**src/rtl/sync_fifo_param.sv**
```systemverilog
`default_nettype none
// ============================================================================
// Module   : sync_fifo_param
// Synchronous FIFO for any DEPTH 2..256, with a registered read port and status flags.
// Define FIFO_ERR_FLAGS_EN to get the sticky overflow/underflow flags.
// Revision : 1.0
// ============================================================================
module sync_fifo_param #(
  parameter int WIDTH    = 16,
  parameter int DEPTH    = 10,
  parameter int AF_LEVEL = 8,
  parameter int AE_LEVEL = 2
) (
  input  logic                       clock,
  input  logic                       rst_n,
  input  logic                       wn,
  input  logic                       rn,
  input  logic [WIDTH-1:0]           DATAIN,
  output logic [WIDTH-1:0]           DATAOUT,
  output logic                       dvalid,
  output logic                       full,
  output logic                       empty,
  output logic                       almost_full,
  output logic                       almost_empty,
  output logic [$clog2(DEPTH+1)-1:0] count,
  output logic                       overflow,
  output logic                       underflow
);

  localparam int            CW         = $clog2(DEPTH + 1);
  localparam int            PW         = $clog2(DEPTH);
  localparam logic [PW-1:0] C_PTR_LAST = PW'(DEPTH - 1);
  localparam logic [CW-1:0] C_DEPTH    = CW'(DEPTH);

  logic [WIDTH-1:0] mem_q [DEPTH];
  logic [PW-1:0]    wptr_q, wptr_d;
  logic [PW-1:0]    rptr_q, rptr_d;
  logic [CW-1:0]    count_q, count_d;
  logic [WIDTH-1:0] dout_q, dout_d;
  logic             dvalid_q;
  logic             w_wa;
  logic             w_ra;

  // A write at full is accepted only when a read frees a slot in the same cycle.
  assign w_wa = wn && (!full || rn);
  assign w_ra = rn && !empty;

  always_comb begin
    wptr_d  = wptr_q;
    rptr_d  = rptr_q;
    count_d = count_q;
    dout_d  = dout_q;
    if (w_wa) begin
      wptr_d = (wptr_q == C_PTR_LAST) ? '0 : wptr_q + 1'b1;
    end
    if (w_ra) begin
      rptr_d = (rptr_q == C_PTR_LAST) ? '0 : rptr_q + 1'b1;
      dout_d = mem_q[rptr_q];
    end
    case ({w_wa, w_ra})
      2'b10:   count_d = count_q + 1'b1;
      2'b01:   count_d = count_q - 1'b1;
      default: count_d = count_q;
    endcase
  end

  always_ff @(posedge clock) begin
    if (!rst_n) begin
      wptr_q   <= '0;
      rptr_q   <= '0;
      count_q  <= '0;
      dout_q   <= '0;
      dvalid_q <= 1'b0;
    end else begin
      wptr_q   <= wptr_d;
      rptr_q   <= rptr_d;
      count_q  <= count_d;
      dout_q   <= dout_d;
      dvalid_q <= w_ra;
    end
  end

  // Storage is not reset; when full, the freed slot is read before being overwritten.
  always_ff @(posedge clock) begin
    if (rst_n && w_wa) begin
      mem_q[wptr_q] <= DATAIN;
    end
  end

  assign DATAOUT      = dout_q;
  assign dvalid       = dvalid_q;
  assign count        = count_q;
  assign full         = (count_q == C_DEPTH);
  assign empty        = (count_q == '0);
  assign almost_full  = (int'(count_q) >= AF_LEVEL);
  assign almost_empty = (int'(count_q) <= AE_LEVEL);

`ifdef FIFO_ERR_FLAGS_EN
  logic overflow_q;
  logic underflow_q;

  always_ff @(posedge clock) begin
    if (!rst_n) begin
      overflow_q  <= 1'b0;
      underflow_q <= 1'b0;
    end else begin
      if (wn && full && !rn) overflow_q  <= 1'b1;
      if (rn && empty)       underflow_q <= 1'b1;
    end
  end

  assign overflow  = overflow_q;
  assign underflow = underflow_q;
`else
  assign overflow  = 1'b0;
  assign underflow = 1'b0;
`endif

endmodule
`default_nettype wire

```
**config.mk**
```make
export PLATFORM = sky130hd
export DESIGN_NAME = sync_fifo_param
export DESIGN_NICKNAME = d
export VERILOG_FILES = /design/src/rtl/sync_fifo_param.sv
export SDC_FILE = /design/constraint.sdc
export NUM_CORES = 1
export LEC_CHECK = 0
export ABC_AREA = 1
export CAP_MARGIN = 10
export CORE_ASPECT_RATIO = 2
export CORE_MARGIN = 3
export CORE_UTILIZATION = 30
export DETAILED_ROUTE_END_ITERATION = 8
export PLACE_DENSITY = 0.5
export REMOVE_ABC_BUFFERS = 1
export SLEW_MARGIN = 10
export SYNTH_ARGS = -nofsm -noshare
export SYNTH_HDL_FRONTEND = slang
export SYNTH_SLANG_ARGS = --single-unit
```
**constraint.sdc**
```tcl
create_clock -name clock -period 7.7 [get_ports clock]
set_clock_uncertainty 0.2 [all_clocks]
set_input_delay 1.925 -clock clock [delete_from_list [all_inputs] [get_ports clock]]
set_output_delay 1.925 -clock clock [all_outputs]
set_load 0.02 [all_outputs]
```
==> impl_metrics.yaml, run 1 <==
grt:
  grt_start_max_net_pins: 97
  grt_use_total: 0.1638
  grt_pass1_wl_um: 33500
  grt_remaining_overflow: 0
  antenna_found_initial: 0
  grt_pass1_vias: 5346
placement:
  place.gp.congestion: 0.8701
  dpl.hpwl_um: 15430
  port-buffer-count: 44
  post-place-ws_ns: 2.970
worst_setup_path:
  start_kind: "input port"
  rr_endpoint: "DATAOUT[4]$_SDFFE_PN0P_"
  reg2regPathDepth: 6
  cp_max_fo: 26
  reg2reg_from: "rptr_q[2]$_SDFFE_PN0P_"
  end_kind: "flop"
  r2r_setup_slack_ns: 5.06
  critPathArrivalTime_ns: 4.07
  worstSetupPathType: "input port to flop"
  critical_path_required_ns: 7.56
  crit_path_start: "rst_n"
sta:
  hold_viol: 0
  slew-limit-headroom: 0.2991
  setup_viol: 0
  max_clock_freq_mhz: 237.3
  worst_slew_pin_slew_ns: 1.051
  tns_ns: 0
  timing.final.max_slew_violations: 0
  layout_setup_ws_ns: 3.486
  rsz0062_at_grt: "no"
  finalCriticalPeriod_ns: 4.214
  finalCritPeriodShare: 0.5473
clock_tree:
  clockBufferDepth: 2
  cts_buffers: 17
  clk_latency_ns: 0.43
  cts.clk_slew.worst_paths_ns: 0.06
  cts-hold-fix-buffers: 0
  cts_resized: 0
  htree_levels: 4
  cts_tree: "built"
  postCtsSetupBuffers: 0
  cts_root_buf: "clkbuf_16"
  cts.sinks: 189
layout:
  multi_input_comb_area_um2: 2092
  fin_util: 0.3556
  drive_above_1_share: 0.07497
  fillers: 2658
  num_antenna_cells: 0
  register_area_um2: 5386
  nNetsFinal: 838
  area_growth_pct: 16.30
die:
  io_pins: 47
  die-area_um2: 29120
  core-area_um2: 26490
  rows: 84
  start_util: 0.3057
  die_h_um: 238.3
  die_w_um: 122.2
yosys:
  synth_area_um2: 8098
  ys_top_cells_by_area: "edfxtp_1, nand2_1, dfxtp_1"
  syn_inst: 786
  ys_warn_count: 0
  synth_cell_type_count: 37
  ys_seq_area_frac: 0.6650
  syn_avg_cell_area_um2: 10.30
  yosys.area.top_type: "edfxtp_1"
  synth_top_area_frac: 0.5933
  synth-seq-cells: 189
job:
  cap_violations: 0
route:
  dr.first_iter.drc_count: 471
  drc: 0
  drt.antenna.violating_nets: 0
  first_pass_iters: 5
  wl_um: 23230
  via_per_inst: 4.622
  vias: 5412
  wl_per_cell_um: 19.83
status:
  status: "completed"
pwr:
  power_density_nw_per_um2: 309.7
  ir_worst_vdd_uv: 202.3
  total_power_mw: 2.917
  power.leakage_nw: 3.676
min_path:
  hold_start: "DATAOUT[1]$_SDFFE_PN0P_"
  hold_path.class: "flop to flop"
  min_path_cells: 4
  hold_path_end: "DATAOUT[1]$_SDFFE_PN0P_"
==> layout make-up <==
class,count,share of cell area
clock buffer,23,0.05527
sequential,189,0.5719
inverter,103,0.04145
timing repair buffer,48,0.04995
tap,344,0.04570
clock inverter,9,0.01355
multi-input combinational,455,0.2221
==> cells in the final DEF (no fill, tap or decap), types with 2 or more instances in the layout <==
cell type          n
buf_4              4
xor2_1             2
nor2_1            83
nand2_1          196
clkbuf_8           3
a21oi_1           22
nand2_4            2
conb_1             2
nand3_1           74
a21oi_2            4
o21ai_0           24
inv_1             98
dfxtp_1           28
o211ai_1          13
bufinv_16          3
ha_1               3
nand4_1            3
edfxtp_1         160
clkinvlp_4         3
clkbuf_16         19
inv_2              2
nor2_2             9
clkinv_2           4
nand2_2            3
nand3b_1           4
clkdlybuf4s50_1   44
==> worst max-delay path, cell delays in order <==
cell	delay (ns)
clkdlybuf4s50_1	0.45
buf_4	0.31
inv_1	0.16
nor2_2	0.20
nand3_1	0.22
nor2_2	0.76
==> kinds of logic after synthesis <==
kind of cell               Yosys count  share of synthesized area
adders and majority gates            4                   0.007108
xor gates and xnor gates             3                   0.003245
and+or+nand+nor                    380                     0.1961
other                                1                  0.0004631
AOI/OAI and AO/OA                   66                    0.04713
buffers and inverters              143                    0.08096
DFF                                189                     0.6650
==> registers in the layout, summed over array words and instances (netlist names) <==
register,cells
mem_q,160
dvalid,1
rptr_q,4
wptr_q,4
count,4
DATAOUT,16
==> cell usage after synthesis <==
master / instances
conb_1: 1
clkbuf_1: 7
nor3_1: 2
nor2_2: 1
clkinv_2: 1
a211oi_1: 1
edfxtp_1: 160
o21ai_0: 24
xnor2_1: 1
inv_1: 98
buf_6: 10
xor2_1: 2
dfxtp_1: 29
nor2_4: 1
inv_2: 2
nand2_2: 3
a21oi_2: 4
buf_1: 1
a31oi_1: 1
nor2_1: 91
buf_4: 5
ha_1: 3
nand4_1: 3
nand2_1: 196
nand3_1: 74
a21oi_1: 22
buf_2: 17
fa_1: 1
nand2_4: 2
nor4_1: 1
inv_4: 1
nand3b_1: 4
nor3_2: 1
o211ai_1: 13
o21ai_1: 1
or2_2: 1
clkinv_1: 1
==> routing by layer <==
metal  vias to the layer above  routed length [µm]  GRT usage
li1                       2621                   -          -
met1                      2654                8572     0.1674
met2                       106               13200     0.3146
met3                        31                 562    0.02751
met4                         0                 891    0.07784
met5                         -                   0          0
==> stage by stage <==
stage	area [µm²]	hold WS, ns	cells
after global routing	9418	0.3704	1171
after detailed placement	8763	0.3212	1139
after CTS	9412	0.3316	1171
final	9418	0.3227	1171
after global placement	8763	0.3167	1139
after floorplan	7836	0.2919	747
==> how the worst max path moves through the flow <==
stage | to | slack [ns] | depth (start not counted)
after detailed placement | mem_q[8][4]$_DFFE_PP_ | 2.97 | 6
after floorplan | mem_q[8][0]$_DFFE_PP_ | 3.63 | 6
final | mem_q[2][10]$_DFFE_PP_ | 3.49 | 6
after CTS | mem_q[8][4]$_DFFE_PP_ | 3.43 | 6
after global placement | mem_q[8][0]$_DFFE_PP_ | 3.00 | 6
after global routing | mem_q[2][12]$_DFFE_PP_ | 3.29 | 6
==> power by group <==
group	total, mW	leakage (nW)	internal, mW	switching, mW
logic	0.755	1.68	0.238	0.517
registers	1.21	1.68	1.17	0.0478
clock network	0.948	0.311	0.574	0.373
(Power assumes the default switching activity.)
==> run 2: changes to the inputs <==
Clock period 7.7 ns to 3.9 ns, I/O delays scaled along.
==> run 2 against run 1 <==
Compared with the run above:
- power rose by 87%
- sequential power is 99% higher
- cell count is 1.2% higher
- sequential share of layout area down 0.14 points
- sequential cell count did not move
- non-clock buffer count rose by 14
- clock power is 78% higher
- cell area up 0.25%
- combinational power is 80% higher
- die area unchanged
- global-route usage down 2.0 points
- utilization grew 0.090 points
- largest cell class unchanged
==> impl_metrics.yaml, run 2 (synthesized netlist as in run 1, its figures left out) <==
clock_tree:
  cts_root_buf: "clkbuf_16"
  postCtsSetupBuffers: 0
  cts.clk_slew.worst_paths_ns: 0.07
  cts-hold-fix-buffers: 0
  clockBufferDepth: 2
  cts_resized: 0
  cts_tree: "built"
  cts.sinks: 189
  cts_buffers: 17
  htree_levels: 4
  clk_latency_ns: 0.44
sta:
  worst_slew_pin_slew_ns: 0.7586
  timing.final.max_slew_violations: 0
  slew-limit-headroom: 0.4937
  max_clock_freq_mhz: 322.8
  finalCriticalPeriod_ns: 3.098
  hold_viol: 0
  rsz0062_at_grt: "no"
  finalCritPeriodShare: 0.7943
  tns_ns: 0
  setup_viol: 0
pwr:
  ir_worst_vdd_uv: 440.1
  power.leakage_nw: 3.722
  power_density_nw_per_um2: 578.1
grt:
  grt_start_max_net_pins: 54
  grt_pass1_vias: 5432
  grt_remaining_overflow: 0
  grt_use_total: 0.1440
  grt_pass1_wl_um: 30970
  antenna_found_initial: 0
layout:
  largest_register_ffs: 160
  nNetsFinal: 852
  layout_commonest_cell: "nand2_1"
  area_growth_pct: 16.59
  num_antenna_cells: 0
  layout_common_cells: "nand2_1, edfxtp_1, inv_1"
  multi_input_comb_area_um2: 2086
  fillers: 2688
  register_area_um2: 5386
  fin_util: 0.3565
  regMostFlops: "mem_q"
  drive_above_1_share: 0.08680
worst_setup_path:
  critPathArrivalTime_ns: 1.92
  crit_path_end: "empty"
  worstSetupPathType: "flop to output pin"
  r2r_setup_slack_ns: 1.44
  rr_endpoint: "DATAOUT[10]$_SDFFE_PN0P_"
  cp_max_fo: 5
  crit_path_start: "count[2]$_SDFFE_PN0P_"
  end_kind: "output pin"
  start_kind: "flop"
  reg2reg_from: "rptr_q[1]$_SDFFE_PN0P_"
  critical_path_required_ns: 2.72
  reg2regPathDepth: 6
placement:
  place.gp.congestion: 0.7606
  port-buffer-count: 44
  dpl.hpwl_um: 12880
route:
  dr.first_iter.drc_count: 275
  wl_per_cell_um: 16.94
  wl_um: 20070
  vias: 5383
  first_pass_iters: 4
  drc: 0
  drt.antenna.violating_nets: 0
  via_per_inst: 4.543
job:
  cap_violations: 0
die:
  core-area_um2: 26490
  die_w_um: 122.2
  start_util: 0.3057
  io_pins: 47
  rows: 84
  die-area_um2: 29120
  die_h_um: 238.3
min_path:
  hold_path.class: "flop to flop"
status:
  status: "completed"
run 2: cell count changes in the layout (fill, tap and decap cells not counted), sizes merged:
cell,before,now
buf,4,18
bufinv,3,0
clkbuf,23,26
clkinv,5,3
clkinvlp,3,0
inv,101,106
run 2: report_power, final:
| group | leakage (nW) | total (mW) | internal, mW | switching, mW |
|---|---|---|---|---|
| registers | 1.68 | 2.41 | 2.30 | 0.107 |
| clock network | 0.287 | 1.69 | 0.949 | 0.736 |
| logic | 1.75 | 1.36 | 0.480 | 0.884 |
| total | 3.72 | 5.46 | 3.73 | 1.73 |
run 2: through the flow:
step	setup slack [ns]	instances	total power, mW	hold WS (ns)	instance area [µm²]
6_report	0.8024	1185	5.458	0.3117	9442
4_1_cts	0.7622	1185	5.545	0.3199	9442
3_3_place_gp	0.5746	1153	3.846	0.3057	8869
2_1_floorplan	0.6003	747	3.262	0.2919	7836
3_5_place_dp	0.5318	1153	3.844	0.3083	8869
5_1_grt	0.6762	1185	5.755	0.3411	9442
run 2: final cells by class:
class                      count  area share
clock inverter                 6    0.004373
clock buffer                  26     0.05632
tap                          344     0.04559
multi-input combinational    455      0.2209
sequential                   189      0.5705
inverter                     103     0.04135
timing repair buffer          62     0.06096
run 2: worst min-delay path by stage:
stage | cells past startpoint | slack [ns] | endpoint | startpoint
after floorplan | 2 | 0.29 | wptr_q[1]$_SDFFE_PN0P_ | wptr_q[1]$_SDFFE_PN0P_
after global placement | 4 | 0.31 | DATAOUT[14]$_SDFFE_PN0P_ | DATAOUT[14]$_SDFFE_PN0P_
after detailed placement | 4 | 0.31 | DATAOUT[11]$_SDFFE_PN0P_ | DATAOUT[11]$_SDFFE_PN0P_
after CTS | 4 | 0.32 | DATAOUT[11]$_SDFFE_PN0P_ | DATAOUT[11]$_SDFFE_PN0P_
after global routing | 4 | 0.34 | DATAOUT[15]$_SDFFE_PN0P_ | DATAOUT[15]$_SDFFE_PN0P_
final | 4 | 0.31 | DATAOUT[11]$_SDFFE_PN0P_ | DATAOUT[11]$_SDFFE_PN0P_
run 2: routing by layer:
| layer | vias up | global-route usage | routed length [µm] |
|---|---|---|---|
| met5 | - | 0 | 0 |
| li1 | 2655 | - | - |
| met1 | 2585 | 0.1635 | 8010 |
| met4 | 0 | 0.05948 | 495 |
| met2 | 116 | 0.2611 | 10880 |
| met3 | 27 | 0.02751 | 685 |
run 2: worst max-delay path: stages (launching register included):
cell,delay [ns]
dfxtp_1,0.37
inv_1,0.16
nand2_2,0.08
nor2_4,0.14
nand2_4,0.08
inv_1,0.06
clkdlybuf4s50_1,0.59
==> run 3: changes to the inputs <==
Clock period 3.9 ns to 2.9 ns, I/O delays scaled along.
==> run 3 against run 2 <==
Compared with the run above:
- via count decreased by 0.91%
- worst setup slack got worse by 0.70 ns
- critical path depth unchanged
- clock power increased by 30%
- non-clock buffer count increased by 9
- largest power group unchanged
==> impl_metrics.yaml, run 3 (synthesized netlist as in run 1, its figures left out) <==
status:
  status: "completed"
worst_setup_path:
  cp_max_fo: 5
  start_kind: "flop"
  end_kind: "output pin"
  crit_chain: "inv_1, nand2_2, nor2_4, nand2_4, inv_1, clkdlybuf4s50_1"
  crit_slowest_cell: "clkdlybuf4s50_1"
  critical-path-max-stage-delay_ns: 0.59
  cpMostUsedCell: "inv_1"
  rr_endpoint: "count[3]$_SDFFE_PN0P_"
  worstSetupPathType: "flop to output pin"
  critical_path_required_ns: 1.98
  r2r_setup_slack_ns: 0.76
  critPathArrivalTime_ns: 1.87
  reg2regPathDepth: 12
  crit_family: "buffers and inverters"
  reg2reg_from: "count[2]$_SDFFE_PN0P_"
  crit_buf_inv: 3
min_path:
  hold_path.class: "flop to flop"
  min_path_cells: 4
  hold_path_end: "DATAOUT[2]$_SDFFE_PN0P_"
  hold_start: "DATAOUT[2]$_SDFFE_PN0P_"
layout:
  num_antenna_cells: 0
  largest_register_ffs: 160
  regMostFlops: "mem_q"
  layout_common_cells: "nand2_1, edfxtp_1, inv_1"
  layout_commonest_cell: "nand2_1"
  drive_above_1_share: 0.09647
  fin_util: 0.3610
  area_growth_pct: 18.08
  nNetsFinal: 861
  design_area_um2: 9562
route:
  drt.antenna.violating_nets: 0
  vias: 5334
  first_pass_iters: 4
  via_per_inst: 4.467
  drc: 0
  wl_um: 19960
  wl_per_cell_um: 16.71
  dr.first_iter.drc_count: 292
grt:
  grt_use_total: 0.1438
  grt_busiest_layer: "met2"
  use_met3: 0.02680
  grt_pass1_wl_um: 30900
  grt_remaining_overflow: 0
  use_met2: 0.2675
  grt_use_met1: 0.1604
  grt_start_max_net_pins: 97
  grt_pass1_vias: 5441
  antenna_found_initial: 0
die:
  io_pins: 47
  rows: 84
  die-area_um2: 29120
  core-area_um2: 26490
  die_h_um: 238.3
  start_util: 0.3057
  die_w_um: 122.2
job:
  cap_violations: 0
clock_tree:
  cts-hold-fix-buffers: 0
  clk_latency_ns: 0.44
  cts_root_buf: "clkbuf_16"
  cts.clk_slew.worst_paths_ns: 0.06
  cts_buffers: 17
  cts_tree: "built"
  htree_levels: 4
  clockBufferDepth: 2
  postCtsSetupBuffers: 0
  cts.sinks: 189
pwr:
  power.leakage_nw: 3.781
  power_density_nw_per_um2: 761.0
  ir_worst_vdd_uv: 616.0
sta:
  hold_viol: 0
  worst_slew_pin_slew_ns: 0.9829
  finalCritPeriodShare: 0.9643
  timing.final.max_slew_violations: 0
  rsz0062_at_grt: "no"
  setup_viol: 0
  slew-limit-headroom: 0.3447
  hold_slack_ns: 0.3166
  finalCriticalPeriod_ns: 2.797
  max_clock_freq_mhz: 357.6
placement:
  dpl.hpwl_um: 13280
  placed_area_um2: 9011
  place.gp.congestion: 0.8037
  port-buffer-count: 44
-- run 3: cell types whose count changed in the layout (fill, tap and decap cells not counted), moves of 2 or more --
cell / before / now
buf_12: 0 / 6
buf_4: 18 / 21
clkbuf_8: 3 / 0
inv_4: 4 / 1
clkbuf_16: 19 / 17
clkinv_4: 0 / 2
clkinvlp_4: 0 / 2
inv_6: 2 / 4
-- run 3: worst max path at each step --
stage                            from                       end  slack, ns  depth (start not counted)
6_report        count[2]$_SDFFE_PN0P_                     empty       0.10                          6
5_1_grt         count[2]$_SDFFE_PN0P_                     empty      0.008                          6
4_1_cts         count[3]$_SDFFE_PN0P_                      full       0.07                          3
3_5_place_dp                       rn     count[3]$_SDFFE_PN0P_       0.07                         12
3_3_place_gp                       rn     count[3]$_SDFFE_PN0P_       0.06                         12
2_1_floorplan  rptr_q[0]$_SDFFE_PN0P_  DATAOUT[11]$_SDFFE_PN0P_      -0.40                          7
-- run 3: per-stage QoR --
stage / TNS [ns] / std cells / worst slack (ns) / total power, mW
global placement: 0 / 1162 / 0.06127 / 5.187
detailed placement: 0 / 1162 / 0.06629 / 5.185
global route: 0 / 1194 / 0.007993 / 7.682
CTS: 0 / 1194 / 0.06968 / 7.389
finish: 0 / 1194 / 0.1035 / 7.277
floorplan: -5.860 / 747 / -0.3997 / 4.387
-- run 3: area by class of cell --
type                       count  area (µm²)
clock inverter                12       111.4
timing repair buffer          71       720.7
multi-input combinational    455        2086
tap                          344       430.4
clock buffer                  20       436.7
fill                        2706       16920
sequential                   189        5386
inverter                     103       390.4
-- run 3: what timing repair did --
action,in CTS,in global routing
gates resized for setup,0,1
endpoints found under the setup margin,0,1
hold endpoints to repair,0,0
-- run 3: worst min-delay path, delay by kind of cell (launching register included) --
family	cells	cell delay (ns)
AO/OA/AOI/OAI	1	0.04
buffers and inverters	1	0.04
flip-flops	1	0.31
AND/OR/NAND/NOR	2	0.09
-- run 3: report_power, final --
part	total [mW]	internal [mW]	leakage, nW	switching [mW]
clock	2.20	1.19	0.263	1.01
combinational	1.90	0.663	1.83	1.24
sequential	3.18	3.10	1.68	0.0854
-- run 3: layer usage --
metal | vias to the layer above | wire (µm)
met5 | - | 0
met4 | 0 | 313
met3 | 20 | 682
met2 | 97 | 11190
met1 | 2549 | 7766
li1 | 2668 | -
